## src/rtl/mux4_rr_arbiter.sv

```systemverilog
// mux4_rr_arbiter: round-robin arbiter owning a registered 4-to-1 W-bit mux with bounded hold time
module mux4_rr_arbiter #(
  parameter int W        = 8,
  parameter int MAX_HOLD = 16
) (
  input  logic         clock,
  input  logic         reset,
  input  logic [3:0]   req,
  input  logic [W-1:0] x3,
  input  logic [W-1:0] x2,
  input  logic [W-1:0] x1,
  input  logic [W-1:0] x0,
  output logic [3:0]   gnt,
  output logic         b1,
  output logic         b0,
  output logic [W-1:0] z,
  output logic         z_valid,
  output logic         busy
);
  localparam logic [0:0] IDLE  = 1'b0;
  localparam logic [0:0] GRANT = 1'b1;
  localparam logic [7:0] HOLD_LAST = MAX_HOLD == 0 ? 8'd0 : 8'(MAX_HOLD - 1);
  logic [0:0]   state;
  logic [1:0]   ptr, o, scan, win;
  logic [7:0]   hold_cnt;
  logic [W-1:0] sel;
  logic         others, owner_req, release_o, rotate, new_grant;
  assign o         = {b1, b0};
  assign busy      = |gnt;
  assign sel       = o[1] ? (o[0] ? x3 : x2) : (o[0] ? x1 : x0);
  assign owner_req = state == GRANT && req[o];
  assign others    = |(req & ~(4'b0001 << o));
  assign release_o = state == GRANT && !req[o];
  assign rotate    = MAX_HOLD != 0 && owner_req && others && hold_cnt == HOLD_LAST;
  // A releasing or rotated owner is scanned last so the others get their turn first
  assign scan      = (release_o || rotate) ? o + 2'd1 : ptr;
  assign new_grant = state == IDLE ? |req : (release_o ? others : rotate);
  always_comb begin
    win = scan + 2'd3;
    for (int k = 2; k >= 0; k--)
      if (req[scan + 2'(k)]) win = scan + 2'(k);
  end
  always_ff @(posedge clock) begin
    if (reset) begin
      state    <= IDLE;
      gnt      <= 4'b0000;
      {b1, b0} <= 2'b00;
      z        <= '0;
      z_valid  <= 1'b0;
      ptr      <= 2'd0;
      hold_cnt <= 8'd0;
    end else begin
      z_valid <= owner_req;
      if (owner_req) z <= sel;
      if (release_o || rotate) ptr <= o + 2'd1;
      if (new_grant) begin
        state    <= GRANT;
        gnt      <= 4'b0001 << win;
        {b1, b0} <= win;
        hold_cnt <= 8'd0;
      end else if (release_o) begin
        state <= IDLE;
        gnt   <= 4'b0000;
      end else if (state == GRANT && hold_cnt != HOLD_LAST) begin
        hold_cnt <= hold_cnt + 8'd1;
      end
    end
  end
endmodule

```

## config.mk

```make
export PLATFORM = sky130hd
export DESIGN_NAME = mux4_rr_arbiter
export DESIGN_NICKNAME = d
export VERILOG_FILES = /design/src/rtl/mux4_rr_arbiter.sv
export SDC_FILE = /design/constraint.sdc
export NUM_CORES = 1
export LEC_CHECK = 0
export ABC_AREA = 0
export BUFFER_PORTS_ARGS = -buffer_cell sky130_fd_sc_hd__buf_2
export CORE_MARGIN = 2
export CORE_UTILIZATION = 30
export CTS_CLUSTER_SIZE = 25
export DETAILED_ROUTE_END_ITERATION = 6
export GPL_TIMING_DRIVEN = 0
export PLACE_DENSITY = 0.52
export SLEW_MARGIN = 0
export SYNTH_ARGS = -nofsm -noshare
export SYNTH_HDL_FRONTEND = slang
export SYNTH_SLANG_ARGS = --single-unit
```

## constraint.sdc

```tcl
create_clock -name clock -period 6.8 [get_ports clock]
set_clock_uncertainty 0.1 [all_clocks]
set_input_delay 0.68 -clock clock [delete_from_list [all_inputs] [get_ports clock]]
set_output_delay 0.68 -clock clock [all_outputs]
set_load 0.01 [all_outputs]
```

==> metrics.cfg, run 1 <==
[outcome]
outcome = completed

[synthesis]
synth_cell_types = 43
synth_mux_area_frac = 0.172
async_flop_share = 0
synthesis.nets = 210
synth-main-ff-cell = dfxtp_1
yosys_register_bits = 26
synthAdderAreaFrac = 0.0403
yosys-top-cells-count = dfxtp_1 (26), nand2_1 (22), a21oi_1 (13)
synth_top_cell_area_share = 0.335
avgSynthCellArea_sq_um = 9.30
synth_top_family_by_area = simple AND/OR/NAND/NOR gates
synthSimpleGateAreaFrac = 0.232
synthCells = 167
synth_compound_area_frac = 0.143
post_synth_instance_area_sq_mm = 0.00155
synth.area.top_cells = dfxtp_1 (34%), mux4_2 (13%), nand2_1 (5.3%), a21oi_1 (4.2%), ha_1 (4.0%)
synth_top_cell_by_area = dfxtp_1
yosys_warnings = 0
yosysSeqAreaShare = 0.335
synth_most_common_cell = dfxtp_1
synth_edf_count = 0
synthXorXnorAreaFrac = 0.0451

[cts]
cts_hold_buf = 0
postCtsSetupBuffers = 0
clk_pin_slew_ns = 0.10
cts_tree = done
cts_resized = 0
numCtsBuffers = 3
h-tree-depth = 1
cts.path.max_buffers = 2
cts_sinks = 26
cts_root_buffer = clkbuf_8
clock_latency_ns = 0.27

[critical_path]
crit_path_end_kind = flop
worst-r2r-setup-slack_ns = 3.66
crit_arrival_ns = 3.25
crit_fanout = 10
critical_path_class = flop to flop
critPathLaunchType = flop
required_ns = 6.91

[die]
die_area_sq_mm = 0.00577
start_util = 0.308
fp.dieH_um = 75.9
row_count = 26
die_w_um = 75.9
core_sq_mm = 0.00504
ios = 54

[finish]
n_antenna_cell = 0
syn_to_final_growth_pct = 27.3
n_fill_cell = 524
multi_input_area_sq_um = 982
final_cell_area_sq_mm = 0.00198
seq_area_sq_um = 520
drive_gt1_frac = 0.330
fin_nets = 268

[power]
vdd_drop_max_mv = 0.129
p_clk_frac = 0.270
seqPwrFrac = 0.374
powerDensity_mw_per_mm2 = 244
switching_share = 0.322
finalPower_uw = 483
switching_power_uw = 156
power_frac_comb = 0.357
internal_power_uw = 328
p_leak_nw = 0.815

[timing]
slew_viol_final = 0
slew_headroom = 0.495
worst_pin_slew_ns = 0.758
fin_hold_ws_ns = 0.355
fmax_mhz = 318
min_period_ns = 3.14
rsz0062_at_grt = no
fin_setup_tns_ns = 0
finalSetupViolCount = 0
layout_setup_ws_ns = 3.66
final_hold_viol_count = 0
period_share = 0.462

[global_routing]
grt_usage = 0.133
first_global_vias = 1335
antenna_found_initial = 0
grt_pass1_wl_um = 6310
overflow = 0
grt_start_max_net_pins = 16

[place]
hpwl_um = 2780
dpl_worst_slack_ns = 3.67
gp_congestion = 0.750
port_buffers = 53
place_area_sq_mm = 0.00191

[drt]
drt_drc_violations_left = 0
drtPass1Iterations = 4
via_count = 1383
drt-initial-drc-count = 67
antenna_left = 0
post_drt_wl_per_cell_um = 12.3
routed_wl_um = 3610
via_per_inst = 4.70

[worst_hold_path]
hold_path.class = flop to flop

[flow_run]
maxCapViolations = 0

-- routing by layer --
metal / global-route usage / vias to the layer above / share of wire
met5: 0 / - / 0
met3: 0.0155 / 2 / 0.037
li1: - / 726 / -
met4: 0.0491 / 0 / 0.0094
met2: 0.212 / 28 / 0.45
met1: 0.187 / 627 / 0.50
-- logic make-up (layout without fill, tap and decap cells) --
logic type	Yosys count	in the layout
AO/OA/AOI/OAI	31	31
XOR/XNOR	8	8
adder cells (fa/ha/maj)	5	5
buffers and inverters	13	70
flip-flops	26	26
multiplexers	15	15
AND/OR/NAND/NOR	69	69
-- area by class of cell --
type	count	area share
multi-input combinational	128	0.497
clock inverter	1	0.0152
clock buffer	3	0.0209
buffer	9	0.0177
timing repair buffer	53	0.134
inverter	4	0.00759
tap	70	0.0443
sequential	26	0.263
-- flip-flops by register name, summed over array words and instances, names as in the netlist --
register	count
gnt	4
b0	1
ptr	2
z	8
b1	1
state	1
z_valid	1
hold_cnt	8
-- power groups by stage --
stage	clock [mW]	sequential [mW]	combinational [mW]
6_report	0.130	0.181	0.172
5_1_grt	0.140	0.184	0.194
2_1_floorplan	0	0.188	0.118
3_3_place_gp	0	0.184	0.174
4_1_cts	0.134	0.181	0.175
3_5_place_dp	0	0.184	0.174
-- path summary, 6_finish.rpt --
kind         from  endpoint  depth (start not counted)
min          z[4]      z[4]                          2
min reg2reg  z[4]      z[4]                          2
max            b1    gnt[3]                         11
max reg2reg    b1    gnt[3]                         11
-- per-stage QoR --
stage	instances	utilization
after detailed placement	290	0.378
after global routing	294	0.392
after CTS	294	0.392
after floorplan	167	-
final	294	0.392
after global placement	290	0.378
-- cells in the final DEF, fill, tap and decap left out, types with 7 or more instances in the layout --
master / synthesis / final
dfxtp_1: 26 / 26
nand2_1: 22 / 22
buf_2: 1 / 54
nor2_1: 11 / 11
a21oi_1: 13 / 13
clkbuf_1: 7 / 7
nand2b_1: 7 / 7
mux4_2: 9 / 9
-- critical path, stage by stage (launching register included) --
cell and delay (ns):
dfxtp_1 0.44, clkbuf_1 0.46, inv_1 0.14, ha_1 0.23, nand2b_1 0.13, o2111a_1 0.20, o21ai_4 0.27, nand2_4 0.13
o22ai_1 0.40, nand2b_1 0.16, nand4b_1 0.24, o22ai_1 0.17
Note: power is estimated with default switching activity, not from simulation.
==> inputs of run 2 (changes only) <==
PLACE_DENSITY = 0.53   (was 0.52)
clock period = 2.85 ns   (was 6.8 ns; I/O delays follow)
==> metrics.cfg, run 2 (synthesis results as in run 1) <==
[cts]
h-tree-depth = 1  ; unchanged
postCtsSetupBuffers = 0  ; unchanged
cts_sinks = 26  ; unchanged
clock_latency_ns = 0.27  ; about the same
numCtsBuffers = 3  ; unchanged
cts.path.max_buffers = 2  ; unchanged
cts_tree = done  ; unchanged
cts_root_buffer = clkbuf_8  ; unchanged
clk_pin_slew_ns = 0.10  ; about the same

[drt]
wl_met2_um = 1790  ; was 1630 um
drt_drc_violations_left = 0  ; unchanged
routed.top_layer = met4  ; unchanged
drtPass1Iterations = 4  ; unchanged
antenna_left = 0  ; unchanged
drt-initial-drc-count = 47  ; was 67
wl_met1_um = 1720  ; was 1810 um
via_count = 1410  ; was 1383
routed_wl_um = 3650  ; was 3610 um
met3_length_um = 110  ; was 134 um
via_per_inst = 4.80  ; was 4.70
post_drt_wl_per_cell_um = 12.4  ; was 12.3 um

[timing]
final_hold_viol_count = 0  ; unchanged
fin_hold_ws_ns = 0.356  ; was 0.355 ns
rsz0062_at_grt = no  ; unchanged
fin_setup_tns_ns = 0  ; unchanged
period_share = 0.947  ; was 0.462
slew_viol_final = 0  ; unchanged
finalSetupViolCount = 0  ; unchanged
slew_headroom = 0.499  ; was 0.495
fmax_mhz = 370  ; was 318 MHz
worst_pin_slew_ns = 0.751  ; was 0.758 ns
min_period_ns = 2.70  ; was 3.14 ns

[power]
p_leak_nw = 0.824  ; was 0.815 nW
powerDensity_mw_per_mm2 = 579  ; was 244 mW/mm^2
vdd_drop_max_mv = 0.260  ; was 0.129 mV

[global_routing]
grt_pass1_wl_um = 6110  ; was 6310 um
grt_usage = 0.128  ; was 0.133
overflow = 0  ; unchanged
first_global_vias = 1311  ; was 1335
antenna_found_initial = 0  ; unchanged
grt_start_max_net_pins = 16  ; unchanged

[place]
hpwl_um = 2830  ; was 2780 um
gp_congestion = 0.813  ; was 0.750
port_buffers = 53  ; unchanged

[finish]
n_fill_cell = 512  ; was 524
layout_commonest_cell = buf_2  ; unchanged
n_antenna_cell = 0  ; unchanged
drive_gt1_frac = 0.353  ; was 0.330
fin_nets = 268  ; unchanged
layout_common_cells = buf_2 (54), dfxtp_1 (24), nand2_1 (22), a21oi_1 (13), nor2_1 (11)  ; was buf_2 (54), dfxtp_1 (26), nand2_1 (22), a21oi_1 (13), nor2_1 (11)
syn_to_final_growth_pct = 28.4  ; was 27.3%
largestRegisters = hold_cnt: 8 flops, z: 8 flops, gnt: 4 flops  ; unchanged

[critical_path]
crit_fanout = 10  ; unchanged
critPathMaxStageDelay_ns = 0.38  ; was 0.46 ns
crit_path_end_kind = flop  ; unchanged
worstPathCellList = buf_4 > inv_1 > ha_1 > nand2b_1 > o2111a_1 > o21ai_4 > nand2_4 > mux2_4 > o21ai_2 > o221ai_1 > o31ai_1  ; was clkbuf_1 > inv_1 > ha_1 > nand2b_1 > o2111a_1 > o21ai_4 > nand2_4 > o22ai_1 > nand2b_1 > nand4b_1 > o22ai_1
crit_arrival_ns = 2.78  ; was 3.25 ns
crit_slowest_cell = dfxtp_2  ; was clkbuf_1
required_ns = 2.93  ; was 6.91 ns
critPathLaunchType = flop  ; unchanged
critical_path_class = flop to flop  ; unchanged

[die]
ios = 54  ; unchanged
fp.dieH_um = 75.9  ; unchanged
row_count = 26  ; unchanged
die_area_sq_mm = 0.00577  ; unchanged
core_sq_mm = 0.00504  ; unchanged
die_w_um = 75.9  ; unchanged
start_util = 0.308  ; unchanged

[worst_hold_path]
hold_path.class = flop to flop  ; unchanged

[outcome]
outcome = completed  ; unchanged

[flow_run]
maxCapViolations = 0  ; unchanged

run 2: path summary, 6_finish.rpt:
check	slack, ns	start	depth (start not counted)	endpoint
min	0.36	z[1]	2	z[1]
max reg2reg	0.15	b1	11	gnt[0]
max	0.15	b1	11	gnt[0]
min reg2reg	0.36	z[1]	2	z[1]
run 2: worst max-delay path: cells and delay by family, from the launching register on:
family / cells / cell delay [ns]
muxes: 1 / 0.34
AOI/OAI and AO/OA: 5 / 1.05
adders and majority gates: 1 / 0.19
and+or+nand+nor: 2 / 0.27
buffers and inverters: 2 / 0.29
DFF: 1 / 0.38
run 2: cell type report:
| cell class | count | area [sq um] | share of cell area |
|---|---|---|---|
| Sequential cell | 26 | 523 | 0.262 |
| Multi-Input combinational cell | 128 | 993 | 0.498 |
| Clock buffer | 3 | 41.3 | 0.0207 |
| Clock inverter | 1 | 30.0 | 0.0151 |
| Buffer | 9 | 38.8 | 0.0194 |
| Tap cell | 70 | 87.6 | 0.0439 |
| Timing Repair Buffer | 53 | 265 | 0.133 |
| Inverter | 4 | 15.0 | 0.00753 |
run 2: metal layers:
layer / vias to the layer above / GRT usage
met5: - / 0
met4: 0 / 0.0400
met3: 2 / 0.0190
met2: 27 / 0.214
met1: 658 / 0.171
li1: 723 / -
run 2: report_power, final:
| part | leakage (nW) | internal, mW | switching (mW) |
|---|---|---|---|
| logic | 0.576 | 0.198 | 0.218 |
| registers | 0.212 | 0.401 | 0.0317 |
| clock network | 0.0357 | 0.188 | 0.119 |
| total | 0.824 | 0.786 | 0.369 |
run 2: repair_timing:
item,in CTS,in global routing
pin swaps,0,0
setup endpoints to repair,14,14
gates resized for setup,2,5
hold buffers,0,0
run 2: through the flow:
stage	total power, mW	cell area, sq um	std cells	worst slack, ns	util
final	1.15	1990	294	0.150	0.396
after floorplan	0.731	1550	167	0.120	-
after detailed placement	0.854	1910	290	-0.258	0.378
after global placement	0.851	1910	290	-0.259	0.378
after global routing	1.24	1990	294	0.00354	0.396
after CTS	1.17	1980	294	0.0181	0.393
